<file path="src/rtl/semaforo_pkg.sv">
// Shared types and constants for the semaforo intersection controller.
// Helper functions map a phase to its timing-table entry and to each head's lamp pattern.
package semaforo_pkg;

    typedef enum logic [2:0] {
        StInit = 3'd0,
        StNsG  = 3'd1,
        StNsY  = 3'd2,
        StClr  = 3'd3,
        StEwG  = 3'd4,
        StEwY  = 3'd5,
        StPed  = 3'd6
    } phase_e;

    typedef enum logic [1:0] {
        CfgGreen  = 2'd0,
        CfgYellow = 2'd1,
        CfgAllRed = 2'd2,
        CfgWalk   = 2'd3
    } cfg_sel_e;

    typedef enum logic {
        DirNs = 1'b0,
        DirEw = 1'b1
    } dir_e;

    // Lamp patterns are {R,Y,G}
    localparam logic [2:0] LightRed    = 3'b100;
    localparam logic [2:0] LightYellow = 3'b010;
    localparam logic [2:0] LightGreen  = 3'b001;

    localparam int unsigned DefGreen  = 4;
    localparam int unsigned DefYellow = 2;
    localparam int unsigned DefAllRed = 1;
    localparam int unsigned DefWalk   = 3;

    // A programmed zero still gives the phase one full second.
    function automatic logic [3:0] load_secs(input logic [3:0] v);
        logic [3:0] r;
        r = (v == 4'd0) ? 4'd1 : v;
        return r;
    endfunction

    function automatic cfg_sel_e secs_sel(input phase_e p);
        cfg_sel_e s;
        case (p)
            StNsG, StEwG: s = CfgGreen;
            StNsY, StEwY: s = CfgYellow;
            StPed:        s = CfgWalk;
            default:      s = CfgAllRed;
        endcase
        return s;
    endfunction

    function automatic logic [2:0] ns_head(input phase_e p);
        logic [2:0] l;
        case (p)
            StNsG:   l = LightGreen;
            StNsY:   l = LightYellow;
            default: l = LightRed;
        endcase
        return l;
    endfunction

    function automatic logic [2:0] ew_head(input phase_e p);
        logic [2:0] l;
        case (p)
            StEwG:   l = LightGreen;
            StEwY:   l = LightYellow;
            default: l = LightRed;
        endcase
        return l;
    endfunction

endpackage

</file>
<file path="src/rtl/semaforo_sched_tick_gen.sv">
// One-second tick prescaler: counts 0..CLK_HZ-1 and pulses tick on the last count.
// restart zeroes the count so a new phase always starts on a fresh second.
module tick_gen #(
    parameter int unsigned CLK_HZ = 50000000
) (
    input  logic clk,
    input  logic rst,
    input  logic restart,
    output logic tick
);

    localparam int unsigned CntW = (CLK_HZ > 1) ? $clog2(CLK_HZ) : 1;

    logic [CntW-1:0] cnt_q;

    assign tick = (cnt_q == CntW'(CLK_HZ - 1));

    always_ff @(posedge clk) begin
        if (rst || restart || tick) begin
            cnt_q <= '0;
        end else begin
            cnt_q <= cnt_q + 1'b1;
        end
    end

endmodule

</file>
<file path="src/rtl/semaforo_sched.sv">
// Actuated two-approach intersection controller with a pedestrian phase and a
// run-time programmable seconds table; lamp outputs are registered from the next phase.
module semaforo_sched
    import semaforo_pkg::*;
#(
    parameter int unsigned CLK_HZ     = 50000000,
    parameter int unsigned DEF_GREEN  = DefGreen,
    parameter int unsigned DEF_YELLOW = DefYellow,
    parameter int unsigned DEF_ALLRED = DefAllRed,
    parameter int unsigned DEF_WALK   = DefWalk
) (
    input  logic       clk,
    input  logic       rst,
    input  logic       req_ns,
    input  logic       req_ew,
    input  logic       ped_btn,
    input  logic       cfg_load,
    input  logic [1:0] cfg_sel,
    input  logic [3:0] cfg_val,
    output logic [2:0] ns_light,
    output logic [2:0] ew_light,
    output logic       ped_walk,
    output logic [2:0] phase,
    output logic [3:0] sec_left
);

    phase_e     phase_q, phase_d;
    logic [3:0] sec_q, sec_d;
    dir_e       last_dir_q, last_dir_d;
    logic       ped_pending_q, ped_pending_d;
    logic       ped_btn_q, cfg_load_q;
    logic [3:0] tbl_q [4];
    logic [2:0] ns_q, ew_q;
    logic       walk_q;

    logic tick, expire, recover, entry;
    logic ped_rise, cfg_rise;

    tick_gen #(
        .CLK_HZ (CLK_HZ)
    ) u_tick_gen (
        .clk     (clk),
        .rst     (rst),
        .restart (entry),
        .tick    (tick)
    );

    assign ped_rise = ped_btn && !ped_btn_q;
    assign cfg_rise = cfg_load && !cfg_load_q;

    always_comb begin
        phase_d    = phase_q;
        last_dir_d = last_dir_q;
        recover    = 1'b0;
        expire     = tick && (sec_q <= 4'd1);

        unique case (phase_q)
            StInit: if (expire) phase_d = StNsG;
            StNsG:  if (expire && (req_ew || ped_pending_q)) phase_d = StNsY;
            StNsY: begin
                if (expire) begin
                    phase_d    = StClr;
                    last_dir_d = DirNs;
                end
            end
            StClr: begin
                if (expire) begin
                    if (ped_pending_q)              phase_d = StPed;
                    else if (last_dir_q == DirNs)   phase_d = StEwG;
                    else                            phase_d = StNsG;
                end
            end
            StEwG:  if (expire && (req_ns || ped_pending_q)) phase_d = StEwY;
            StEwY: begin
                if (expire) begin
                    phase_d    = StClr;
                    last_dir_d = DirEw;
                end
            end
            StPed:  if (expire) phase_d = (last_dir_q == DirNs) ? StEwG : StNsG;
            default: begin
                phase_d = StInit;
                recover = 1'b1;
            end
        endcase

        // A green hold is also an entry: it reloads the (possibly rewritten) green time.
        entry = expire || recover;

        sec_d = sec_q;
        if (entry) begin
            sec_d = load_secs(tbl_q[secs_sel(phase_d)]);
        end else if (tick) begin
            sec_d = sec_q - 4'd1;
        end

        ped_pending_d = ped_pending_q;
        if (entry && (phase_d == StPed)) begin
            ped_pending_d = 1'b0;
        end else if (ped_rise && (phase_q != StPed)) begin
            ped_pending_d = 1'b1;
        end
    end

    always_ff @(posedge clk) begin
        if (rst) begin
            phase_q          <= StInit;
            sec_q            <= 4'(DEF_ALLRED);
            last_dir_q       <= DirEw;
            ped_pending_q    <= 1'b0;
            ped_btn_q        <= 1'b0;
            cfg_load_q       <= 1'b0;
            ns_q             <= LightRed;
            ew_q             <= LightRed;
            walk_q           <= 1'b0;
            tbl_q[CfgGreen]  <= 4'(DEF_GREEN);
            tbl_q[CfgYellow] <= 4'(DEF_YELLOW);
            tbl_q[CfgAllRed] <= 4'(DEF_ALLRED);
            tbl_q[CfgWalk]   <= 4'(DEF_WALK);
        end else begin
            phase_q       <= phase_d;
            sec_q         <= sec_d;
            last_dir_q    <= last_dir_d;
            ped_pending_q <= ped_pending_d;
            ped_btn_q     <= ped_btn;
            cfg_load_q    <= cfg_load;
            ns_q          <= ns_head(phase_d);
            ew_q          <= ew_head(phase_d);
            walk_q        <= (phase_d == StPed);
            if (cfg_rise) begin
                tbl_q[cfg_sel] <= cfg_val;
            end
        end
    end

    assign phase    = phase_q;
    assign sec_left = sec_q;
    assign ns_light = ns_q;
    assign ew_light = ew_q;
    assign ped_walk = walk_q;

endmodule

</file>
<file path="config.mk">
export PLATFORM = sky130hd
export DESIGN_NAME = semaforo_sched
export DESIGN_NICKNAME = d
export VERILOG_FILES = /design/src/rtl/semaforo_pkg.sv /design/src/rtl/semaforo_sched_tick_gen.sv /design/src/rtl/semaforo_sched.sv
export SDC_FILE = /design/constraint.sdc
export NUM_CORES = 1
export LEC_CHECK = 0
export CORE_MARGIN = 4
export CORE_UTILIZATION = 55
export DETAILED_ROUTE_END_ITERATION = 6
export GPL_TIMING_DRIVEN = 0
export PLACE_DENSITY = 0.76
export RECOVER_POWER = 25
export SLEW_MARGIN = 10
export SYNTH_ARGS = -nofsm -noshare
export SYNTH_HDL_FRONTEND = slang
export SYNTH_SLANG_ARGS = --single-unit
</file>
<file path="constraint.sdc">
create_clock -name clk -period 7.6 [get_ports clk]
set_input_delay 1.14 -clock clk [delete_from_list [all_inputs] [get_ports clk]]
set_output_delay 1.14 -clock clk [all_outputs]
set_load 0.05 [all_outputs]
</file>
==> flow_summary.toml, run 1 <==
[worst_setup_path]
r2r_slack_ps = 4420
cp_num_cells = 10
r2r_start = "sec_left[0]"
reg2reg_depth = 12
worstPathArrival_ps = 3530
critPathMaxStageDelay_ps = 450
worstPathMaxFanout = 10
worstSetupPathType = "input pin to flop"
critPathRequiredTime_ps = 7820
path_delay_family = "compound AO/OA/AOI/OAI gates"
reg2reg_to = "sec_left[0]"
path_cells = "clkdlybuf4s50_1, o21bai_1, a21o_1, a2111oi_2, a21oi_2, buf_2, nor3b_1, o31ai_1, o221a_1, a311o_1"
crit_path_end_kind = "flop"
crit_path_start_kind = "input pin"
cp_slowest_cell = "clkdlybuf4s50_1"
cp_num_buf_inv = 2

[synth]
synth-async-reset-ratio = 0
synth_largest_area_cell = "dfxtp_1"
ys_seq_elements = 60
netlist_area_mm2 = 0.00301
yosysWarningCount = 0
syn_nets = 339
ys_types = 56
synth_top_area_frac = 0.293
synth_edf_count = 16
synth_most_common_cell = "nor2_1"
synthTopCellsByCount = "49 x nor2_1, 44 x dfxtp_1, 19 x nand2_1"
synthTopCellsByArea = "dfxtp_1 29%, edfxtp_1 16%, nor2_1 6.1%"
synth-main-ff-cell = "dfxtp_1"
synth_area_per_cell_um2 = 9.28
seq_area_frac_synth = 0.453
synthCells = 324

[place]
globalplace.congestion = 0.887
port_buffers = 25
dpl.hpwl_mm = 4.52

[floorplan]
coreArea_mm2 = 0.00520
start_util = 0.578
ioPinCount = 26
die_w_um = 82.0
dieArea_mm2 = 0.00672
fp.dieH_um = 82.0
rows = 26

[power_and_ir_drop]
leakage_nw = 1.22
switchingPower_mw = 0.152
p_int_mw = 0.486
pwr-share-comb = 0.085
seqPwrFrac = 0.534
powerDensity_mw_per_mm2 = 182
switching_share = 0.238
peakVddDrop_v = 0.000121
clockPowerShare = 0.380

[cts]
cts_resized = 0
root_buffer = "clkbuf_8"
path_clk_slew_ps = 60
cts_setup_buffers = 0
cts_buffer_depth = 2
cts_hold_buf = 0
cts_buffers = 9
numClockSinks = 60
tritoncts = "done"
clk_latency_ps = 340
htree_levels = 3

[global_route]
globalRouteOverflowTotal = 0
grt_pass1_vias = 2250
gr-usage-all-layers = 0.205
antenna_found_initial = 0
grt_pass1_wl_mm = 10.5
grt_max_degree = 11

[sta]
worst_hold_slack_ps = 496
skew_ps = 7.28
finalSetupTns_ps = 0
hold_violations = 0
setup_viol = 0
slew_headroom = 0.580
max_freq_ghz = 0.302
tightest_slew_ps = 625
rsz0062_at_grt = "false"
period_share = 0.435
fin_crit_ps = 3310
slew_violations = 0

[routing]
wl_per_cell_um = 14.3
drc_errors = 0
drt_iter0_drc = 197
ant_nets = 0
detail_route.vias_per_cell = 5.56
drt-total-wl_mm = 6.21
first_pass_iters = 5
num_vias = 2420

[hold_path]
worstHoldStart = "u_tick_gen.cnt_q[0]"
hp-class = "flop to flop"
hold_depth = 1
holdPathEnd = "u_tick_gen.cnt_q[0]"

[final_layout]
area_delta_synth_final_pct = 16.5
num-nets-final = 375
layout-drive-gt1-share = 0.0932
nFillCells = 451
num_antenna_cells = 0

[run_status]
status = "finished, final reports clean"

[job]
drv_cap = 0
[worst max-delay path by stage]
stage                     start          end
global placement         req_ns  sec_left[0]
floorplan           sec_left[0]  sec_left[0]
detailed placement       req_ns  sec_left[0]
global route        sec_left[0]  sec_left[0]
CTS                      req_ns  sec_left[0]
finish                   req_ns  sec_left[0]
[sequential cells by signal, indices dropped and copies added (netlist names)]
name	flops
ped_pending_q	1
sec_left	4
ns_light	3
ew_light	3
u_tick_gen.cnt_q	26
ped_walk	1
cfg_load_q	1
last_dir_q	1
ped_btn_q	1
tbl_q	16
phase	3
[layout make-up]
class,count,area (µm²),share of cell area
buffer,15,83.8,0.0239
clock buffer,13,149,0.0425
clock inverter,3,15.0,0.00429
inverter,8,30.0,0.00857
multi-input combinational,241,1530,0.436
sequential,60,1360,0.389
tap,70,87.6,0.0250
timing repair buffer,25,250,0.0714
[stage by stage]
stage / cells / power (mW) / util / area (µm²) / worst slack (ps)
final: 435 / 0.637 / 0.673 / 3500 / 4290
after global routing: 435 / 0.664 / 0.673 / 3500 / 4200
after CTS: 435 / 0.642 / 0.674 / 3510 / 4310
after detailed placement: 419 / 0.402 / 0.643 / 3350 / 3970
after global placement: 419 / 0.401 / 0.643 / 3350 / 3940
after floorplan: 324 / 0.383 / - / 3010 / 4580
[routing by layer]
metal | GRT usage | part of all wire | vias to the layer above
li1 | - | - | 1218
met1 | 0.287 | 0.49 | 1143
met2 | 0.297 | 0.44 | 49
met3 | 0.0504 | 0.047 | 10
met4 | 0.0947 | 0.019 | 0
met5 | 0 | 0 | -
[cell usage in the layout, fill, tap and decap left out, types with 4 or more instances in the layout]
cell	instances
clkbuf_8	10
clkbuf_1	13
xnor2_1	8
nand2_1	19
nand2b_1	13
dfxtp_1	44
nor4_1	4
a31oi_1	4
xor2_1	15
nand4_1	7
nor2_1	49
a21oi_1	6
or3_1	7
clkdlybuf4s50_1	24
and3_1	5
edfxtp_1	16
inv_1	8
nor3_1	5
nand3b_1	4
and2_0	10
nor3b_1	6
nand3_1	18
o21ai_0	7
[cell families after synthesis]
group / synth area share
and+or+nand+nor: 0.319
AOI/OAI and AO/OA: 0.101
adders and majority gates: 0.0125
muxes: 0.00998
DFF: 0.453
buffers and inverters: 0.0379
xor gates and xnor gates: 0.0670
[power groups by stage]
stage,Clock (mW),Combinational (mW),Sequential [mW]
floorplan,0,0.0315,0.351
global placement,0,0.0542,0.347
detailed placement,0,0.0543,0.348
CTS,0.247,0.0545,0.340
global route,0.264,0.0592,0.341
finish,0.242,0.0544,0.341
[worst reg2reg max path: stages, from the launching register on]
cell and delay (ps):
dfxtp_1 360, inv_1 130, ha_1 200, nor2_1 70
nor4_2 540, a31oi_1 160, nor4_1 390, and2_1 200
buf_6 130, mux2i_1 220, a221oi_1 130, o221a_1 240
a311o_1 310
Note: power is estimated with default switching activity, not from simulation.
==> run 2, diff against run 1 <==
Clock period 7.6 ns to 3.3 ns, I/O delays scaled along.
==> flow_summary.toml, run 2 (same netlist as run 1, synthesis figures left out) <==
[sta]
hold_violations = 0
skew_ps = 6.09
rsz0062_at_grt = "false"
slew_violations = 0
setup_viol = 0
fin_crit_ps = 3010
slew_headroom = 0.630
tightest_slew_ps = 554
period_share = 0.913
setup_ws_ps = 286
max_freq_ghz = 0.332
finalSetupTns_ps = 0
worst_hold_slack_ps = 496

[cts]
cts_buffers = 9
cts_buffer_depth = 2
root_buffer = "clkbuf_8"
cts_hold_buf = 0
cts_resized = 0
tritoncts = "done"
cts_setup_buffers = 0
htree_levels = 3
path_clk_slew_ps = 60
numClockSinks = 60
clk_latency_ps = 340

[routing]
detail_route.vias_per_cell = 5.55
first_pass_iters = 4
drt-total-wl_mm = 6.19
drc_errors = 0
wl_per_cell_um = 14.2
ant_nets = 0
drt_iter0_drc = 206
num_vias = 2416

[floorplan]
ioPinCount = 26
coreArea_mm2 = 0.00520
rows = 26
fp.dieH_um = 82.0
start_util = 0.578
dieArea_mm2 = 0.00672
die_w_um = 82.0

[final_layout]
largest_reg_flops = 26
layout-drive-gt1-share = 0.0959
num_antenna_cells = 0
num-nets-final = 375
final_cell_mix = "49 x nor2_1, 44 x dfxtp_1, 24 x clkdlybuf4s50_1"
top_register = "u_tick_gen.cnt_q"
mostFrequentLayoutCell = "nor2_1"
area_delta_synth_final_pct = 17.0

[power_and_ir_drop]
leakage_nw = 1.22
switching_share = 0.239
peakVddDrop_v = 0.000277
p_int_mw = 1.12
seqPwrFrac = 0.534
powerDensity_mw_per_mm2 = 418
finalPower_mw = 1.47
clockPowerShare = 0.381
switchingPower_mw = 0.351
pwr-share-comb = 0.085

[worst_setup_path]
worstPathArrival_ps = 3240
worstSetupPathType = "flop to flop"
crit_path_start_kind = "flop"
critPathRequiredTime_ps = 3520
crit_path_end_kind = "flop"
worstPathMaxFanout = 10

[global_route]
grt_pass1_wl_mm = 10.5
antenna_found_initial = 0
globalRouteOverflowTotal = 0
grt_max_degree = 11
gr-usage-all-layers = 0.205
grt_pass1_vias = 2250

[hold_path]
hp-class = "flop to flop"

[job]
drv_cap = 0

[place]
pre_cts_slack_ps = 190
globalplace.congestion = 0.887
port_buffers = 25
dpl.hpwl_mm = 4.52

[run_status]
status = "finished, final reports clean"
==> run 2: cell counts in the layout (fill, tap and decap cells not counted) <==
Identical to the previous run, type by type.
==> run 2: through the flow <==
step | area [µm²] | instances | utilization
final | 3520 | 435 | 0.676
after global routing | 3520 | 435 | 0.676
after CTS | 3510 | 435 | 0.674
after detailed placement | 3350 | 419 | 0.643
after global placement | 3350 | 419 | 0.643
after floorplan | 3010 | 324 | -
==> run 2: layer usage <==
layer / GRT usage / wire (µm)
met3: 0.0504 / 303
met1: 0.287 / 3010
met5: 0 / 0
met4: 0.0947 / 85
met2: 0.297 / 2790
==> run 2: critical path, stage by stage (launching register included) <==
cell	delay, ps
dfxtp_1	360
inv_1	120
ha_1	200
nor2_1	90
or4_4	530
a2111oi_2	340
a21oi_2	170
buf_2	230
nor3b_1	210
o31ai_1	100
o221a_1	240
a311o_1	310
==> run 2: area by class of cell <==
type | instances | area, µm²
multi-input combinational | 241 | 1540
tap | 70 | 87.6
fill | 446 | 1690
sequential | 60 | 1360
clock inverter | 3 | 15.0
clock buffer | 13 | 149
timing repair buffer | 25 | 250
inverter | 8 | 30.0
buffer | 15 | 83.8
==> run 2: final timing paths <==
kind / startpoint / endpoint / slack [ps] / cells after the start
max: sec_left[0] / sec_left[0] / 290 / 11
min: u_tick_gen.cnt_q[0] / u_tick_gen.cnt_q[0] / 500 / 1
max reg2reg: sec_left[0] / sec_left[0] / 290 / 11
min reg2reg: u_tick_gen.cnt_q[0] / u_tick_gen.cnt_q[0] / 500 / 1
==> run 2: power by group through the flow <==
| stage | logic (mW) | registers (mW) | clock network [mW] |
|---|---|---|---|
| 3_3_place_gp | 0.125 | 0.800 | 0 |
| 4_1_cts | 0.126 | 0.784 | 0.570 |
| 3_5_place_dp | 0.125 | 0.800 | 0 |
| 6_report | 0.125 | 0.784 | 0.560 |
| 5_1_grt | 0.136 | 0.786 | 0.608 |
| 2_1_floorplan | 0.0726 | 0.809 | 0 |
==> RTL change 1 (settings of run 1) <==
`CLK_HZ` is set to 50000000 in 2 places; all go to 12500000.
--- a/src/rtl/semaforo_sched_tick_gen.sv
+++ b/src/rtl/semaforo_sched_tick_gen.sv
@@ -2,5 +2,5 @@
 // restart zeroes the count so a new phase always starts on a fresh second.
 module tick_gen #(
-    parameter int unsigned CLK_HZ = 50000000
+    parameter int unsigned CLK_HZ = 12500000
 ) (
     input  logic clk,
--- a/src/rtl/semaforo_sched.sv
+++ b/src/rtl/semaforo_sched.sv
@@ -4,5 +4,5 @@
     import semaforo_pkg::*;
 #(
-    parameter int unsigned CLK_HZ     = 50000000,
+    parameter int unsigned CLK_HZ     = 12500000,
     parameter int unsigned DEF_GREEN  = DefGreen,
     parameter int unsigned DEF_YELLOW = DefYellow,
Function: same outputs for any inputs over 10 cycles, from zero or initial values and one cycle with rst high; that may be too few to reach the edited logic, so the function may still have changed.
==> RTL change 1 against run 1 <==
Power fell by 4.4%; largest cell class unchanged; synthesized area fell by 3.7%; non-clock buffer count fell by 2; global-route usage fell by 0.35 points; critical path depth fell by 1; routed wire length fell by 6.5%; fmax rose by 1.1%; synthesized cell count fell by 4.3%; worst setup slack improved by 37 ps; sequential cell count fell by 2; hold slack got worse by 39 ps; final area fell by 3.4%; utilization fell by 1.1 points.
==> RTL change 1: results <==
set metrics [dict create \
    clock_area_frac 0.0455 \
    grt_pass1_wl_um 9850 \
    numCtsBuffers 9 \
    antenna_found_initial 0 \
    synth.avg_cell_area_um2 9.35 \
    multi_input_area_mm2 0.00147 \
    finalPower_uw 609 \
    viasPerCell 5.48 \
    grt_pass1_vias 2149 \
    dpl.hpwl_um 4240 \
    p_int_uw 465 \
    status "complete, no violations" \
    clock_skew_ps 5.00 \
    drt_iter0_markers 199 \
    htree_levels 3 \
    drt-total-wl_um 5800 \
    nNonClkInverters 7 \
    clkSinkCount 58 \
    post-place-ws_ps 4080 \
    yosysWarnings 0 \
    critPathSlowestCell "a21oi_1" \
    grt_use_total 0.202 \
    seqPwrFrac 0.541 \
    register_area_mm2 0.00132 \
    postCtsSetupBuffers 0 \
    gp_congestion 0.839 \
    tightest_slew_ps 738 \
    synthTopCellsByArea "dfxtp_1 (29%), edfxtp_1 (17%), nor2_1 (5.4%)" \
    non_clock_buffer_count 38 \
    nets 361 \
    nClkBuffers 12 \
    p_leak_nw 1.24 \
    synthTopCellsByCount "dfxtp_1 (42), nor2_1 (42), nand2_1 (22)" \
    top_register "u_tick_gen.cnt_q" \
    yosysUniqueCellTypes 58 \
    dr.pass1.iters 4 \
    dp_cells 405 \
    comb.multi_input.count 232 \
    cts.reportedPaths.clkPinSlew_ps 60 \
    arrival_ps 3490 \
    largest_reg_flops 24 \
    pg_clk_uw 227 \
    slowest_delay_ps 610 \
    fillCellCount 421 \
    ir_worst_vdd_mv 0.0984 \
    path_max_fanout 9 \
    fin_cells 421 \
    layout-drive-gt1-share 0.0997 \
    synth_seq_area_share 0.456 \
    nonClkBufAreaFrac 0.0947 \
    syn-num-nets 325 \
    clock_path_buffers 2 \
]
==> RTL change 1: cell types whose count changed after synthesis, sizes merged, moves of 3 or more <==
cell,before,now
nor3,5,10
nand2b,13,10
mux2i,3,6
nor2,49,43
or3,7,3
nand3,18,15
nand2,19,23
==> RTL change 1: metrics by stage <==
stage | utilization | area, um2 | hold slack [ps]
floorplan | - | 2900 | 426
global placement | 0.634 | 3240 | 439
detailed placement | 0.634 | 3240 | 447
CTS | 0.664 | 3390 | 462
global route | 0.662 | 3380 | 493
finish | 0.662 | 3380 | 457
==> RTL change 1: path summary, 6_finish.rpt <==
check	cells past startpoint	startpoint	endpoint	slack (ps)
worst max-delay path	9	req_ns	sec_left[0]	4330
worst min-delay path	1	u_tick_gen.cnt_q[0]	u_tick_gen.cnt_q[0]	460
worst max register to register	10	u_tick_gen.cnt_q[0]	sec_left[0]	4450
worst min register to register	1	u_tick_gen.cnt_q[0]	u_tick_gen.cnt_q[0]	460
==> RTL change 1: routing by layer <==
metal | vias to the layer above | share of wire | track usage
li1 | 1171 | - | -
met2 | 74 | 0.45 | 0.312
met4 | 0 | 0.018 | 0.101
met3 | 11 | 0.067 | 0.0516
met1 | 1052 | 0.47 | 0.260
met5 | - | 0 | 0
==> RTL change 1: cell families (layout without fill, tap and decap cells) <==
family | count (synthesis) | count (layout) | synth area share
AOI/OAI and AO/OA | 41 | 41 | 0.104
DFF | 58 | 58 | 0.456
muxes | 8 | 8 | 0.0298
adders and majority gates | 3 | 3 | 0.0130
and+or+nand+nor | 158 | 158 | 0.291
buffers and inverters | 20 | 61 | 0.0332
xor gates and xnor gates | 22 | 22 | 0.0730
==> RTL change 2 (config.mk and constraints of run 1) <==
Without the edit above. Add an input register stage for `cfg_val`; this delays it by one clock. The other inputs are not delayed to match.
--- a/src/rtl/semaforo_sched.sv
+++ b/src/rtl/semaforo_sched.sv
@@ -24,4 +24,10 @@
     output logic [3:0] sec_left
 );
+
+    logic [3:0] cfg_val_q;
+
+    always_ff @(posedge clk) begin
+        cfg_val_q <= cfg_val;
+    end
 
     phase_e     phase_q, phase_d;
@@ -129,5 +135,5 @@
             walk_q        <= (phase_d == StPed);
             if (cfg_rise) begin
-                tbl_q[cfg_sel] <= cfg_val;
+                tbl_q[cfg_sel] <= cfg_val_q;
             end
         end
Formal check against the unedited RTL: same outputs for any inputs over 10 cycles, from zero or initial values and one cycle with rst high; that may be too few to reach the edited logic, so the function may still have changed.
==> RTL change 2 against run 1 <==
Clock skew up 0.98 ps; global-route usage decreased by 0.16 points; via count decreased by 0.70%; first-iteration DRC count shrank 28%; synthesized area decreased by 0.33%; routed wire length fell by 3.9%; worst setup slack lost 200 ps; sequential cell count grew 4; hold slack worse by 25 ps; final area rose by 0.71%; largest cell class unchanged.
Power is not compared: it rests on default switching activity, and its combinational part moved more than twofold at a synthesized area within 25%.
==> RTL change 2: results <==
set metrics [dict create \
    antenna_found_initial 0 \
    cts_resized 0 \
    nets 368 \
    clock_skew_ps 8.26 \
    tightest_slew_ps 633 \
    grt_max_degree 12 \
    ys.flop_type "dfxtp_1" \
    cts-root-buf "clkbuf_8" \
    wl_per_cell_um 14.0 \
    grt_use_total 0.204 \
    power_switching_uw 141 \
    gp_congestion 0.881 \
    layout-drive-gt1-share 0.0840 \
    synth-compound-area-share 0.126 \
    htree_levels 3 \
    biggestRegsByFlops "u_tick_gen.cnt_q x26, tbl_q x16" \
    placed_cell_area_mm2 0.00334 \
    postCtsSetupBuffers 0 \
    p_leak_nw 1.30 \
    synthMuxAreaShare 0.0209 \
    ir_worst_vdd_mv 0.157 \
    numCtsBuffers 9 \
    ys_async_sr_fraction 0 \
    dr.pass1.iters 4 \
    grt_pass1_vias 2299 \
    dpl.hpwl_um 4350 \
    yosysUniqueCellTypes 60 \
    synthAdderAreaFrac 0.0125 \
    hold_class "flop to flop" \
    path_max_fanout 8 \
    slowest_delay_ps 530 \
    status "complete, no violations" \
    cts.reportedPaths.clkPinSlew_ps 60 \
    drt_iter0_markers 141 \
    synth_seq_area_share 0.481 \
    viasPerCell 5.63 \
    clock_path_buffers 2 \
    yosysWarnings 0 \
    synthTopCellsByCount "dfxtp_1 (48), nor2_1 (47), nand2_1 (23)" \
    syn-num-nets 332 \
    path_delay_family "compound AO/OA/AOI/OAI gates" \
    portBuffers 25 \
    clk_latency_ps 340 \
    powerSeq_uw 361 \
    grt_pass1_wl_um 10300 \
    synthTopCellsByArea "dfxtp_1 (32%), edfxtp_1 (16%), nor2_1 (5.9%)" \
    critPathSlowestCell "mux2i_1" \
    drc 0 \
    arrival_ps 3720 \
    synth_xor_area_frac 0.0643 \
    grt_overflow 0 \
    synth_edf_count 16 \
]
==> RTL change 2: cell types whose count changed in the layout (fill, tap and decap cells not counted), sizes merged, moves of 4 or more <==
cell,run 1,this run
clkbuf,23,18
clkdlybuf4s50,24,20
dfxtp,44,48
dlygate4sd3,1,5
nand2,19,23
nand2b,13,8
o21ai,7,13
or3,7,2
==> RTL change 2: cell type report <==
type	count	area, um2
multi-input cells	236	1470
well taps	70	87.6
clock inverters	3	40.0
plain buffers	8	35.0
inverters	9	33.8
fillers	437	1680
repair buffers	25	250
flip-flops and latches	64	1440
clock buffers	12	166
==> RTL change 2: path summary, 6_finish.rpt <==
| path | from | endpoint | slack (ps) | cells past startpoint |
|---|---|---|---|---|
| worst min register to register | u_tick_gen.cnt_q[0] | u_tick_gen.cnt_q[0] | 470 | 1 |
| worst max-delay path | req_ew | sec_left[0] | 4100 | 10 |
| worst max register to register | u_tick_gen.cnt_q[9] | sec_left[0] | 4230 | 10 |
| worst min-delay path | u_tick_gen.cnt_q[0] | u_tick_gen.cnt_q[0] | 470 | 1 |
==> RTL change 2: metrics by stage <==
step	instances	total power [mW]	worst slack, ps
after floorplan	317	0.380	4530
after global placement	412	0.391	4040
after detailed placement	412	0.392	4020
after CTS	427	0.690	4370
after global routing	427	0.713	3870
final	427	0.685	4100
==> RTL change 2: per-layer routing <==
metal,vias up,share of wire,wire length [um],track usage
met1,1119,0.48,2840,0.265
met4,0,0.025,148,0.113
li1,1201,-,-,-
met2,68,0.45,2710,0.313
met3,15,0.044,265,0.0461
met5,-,0,0,0
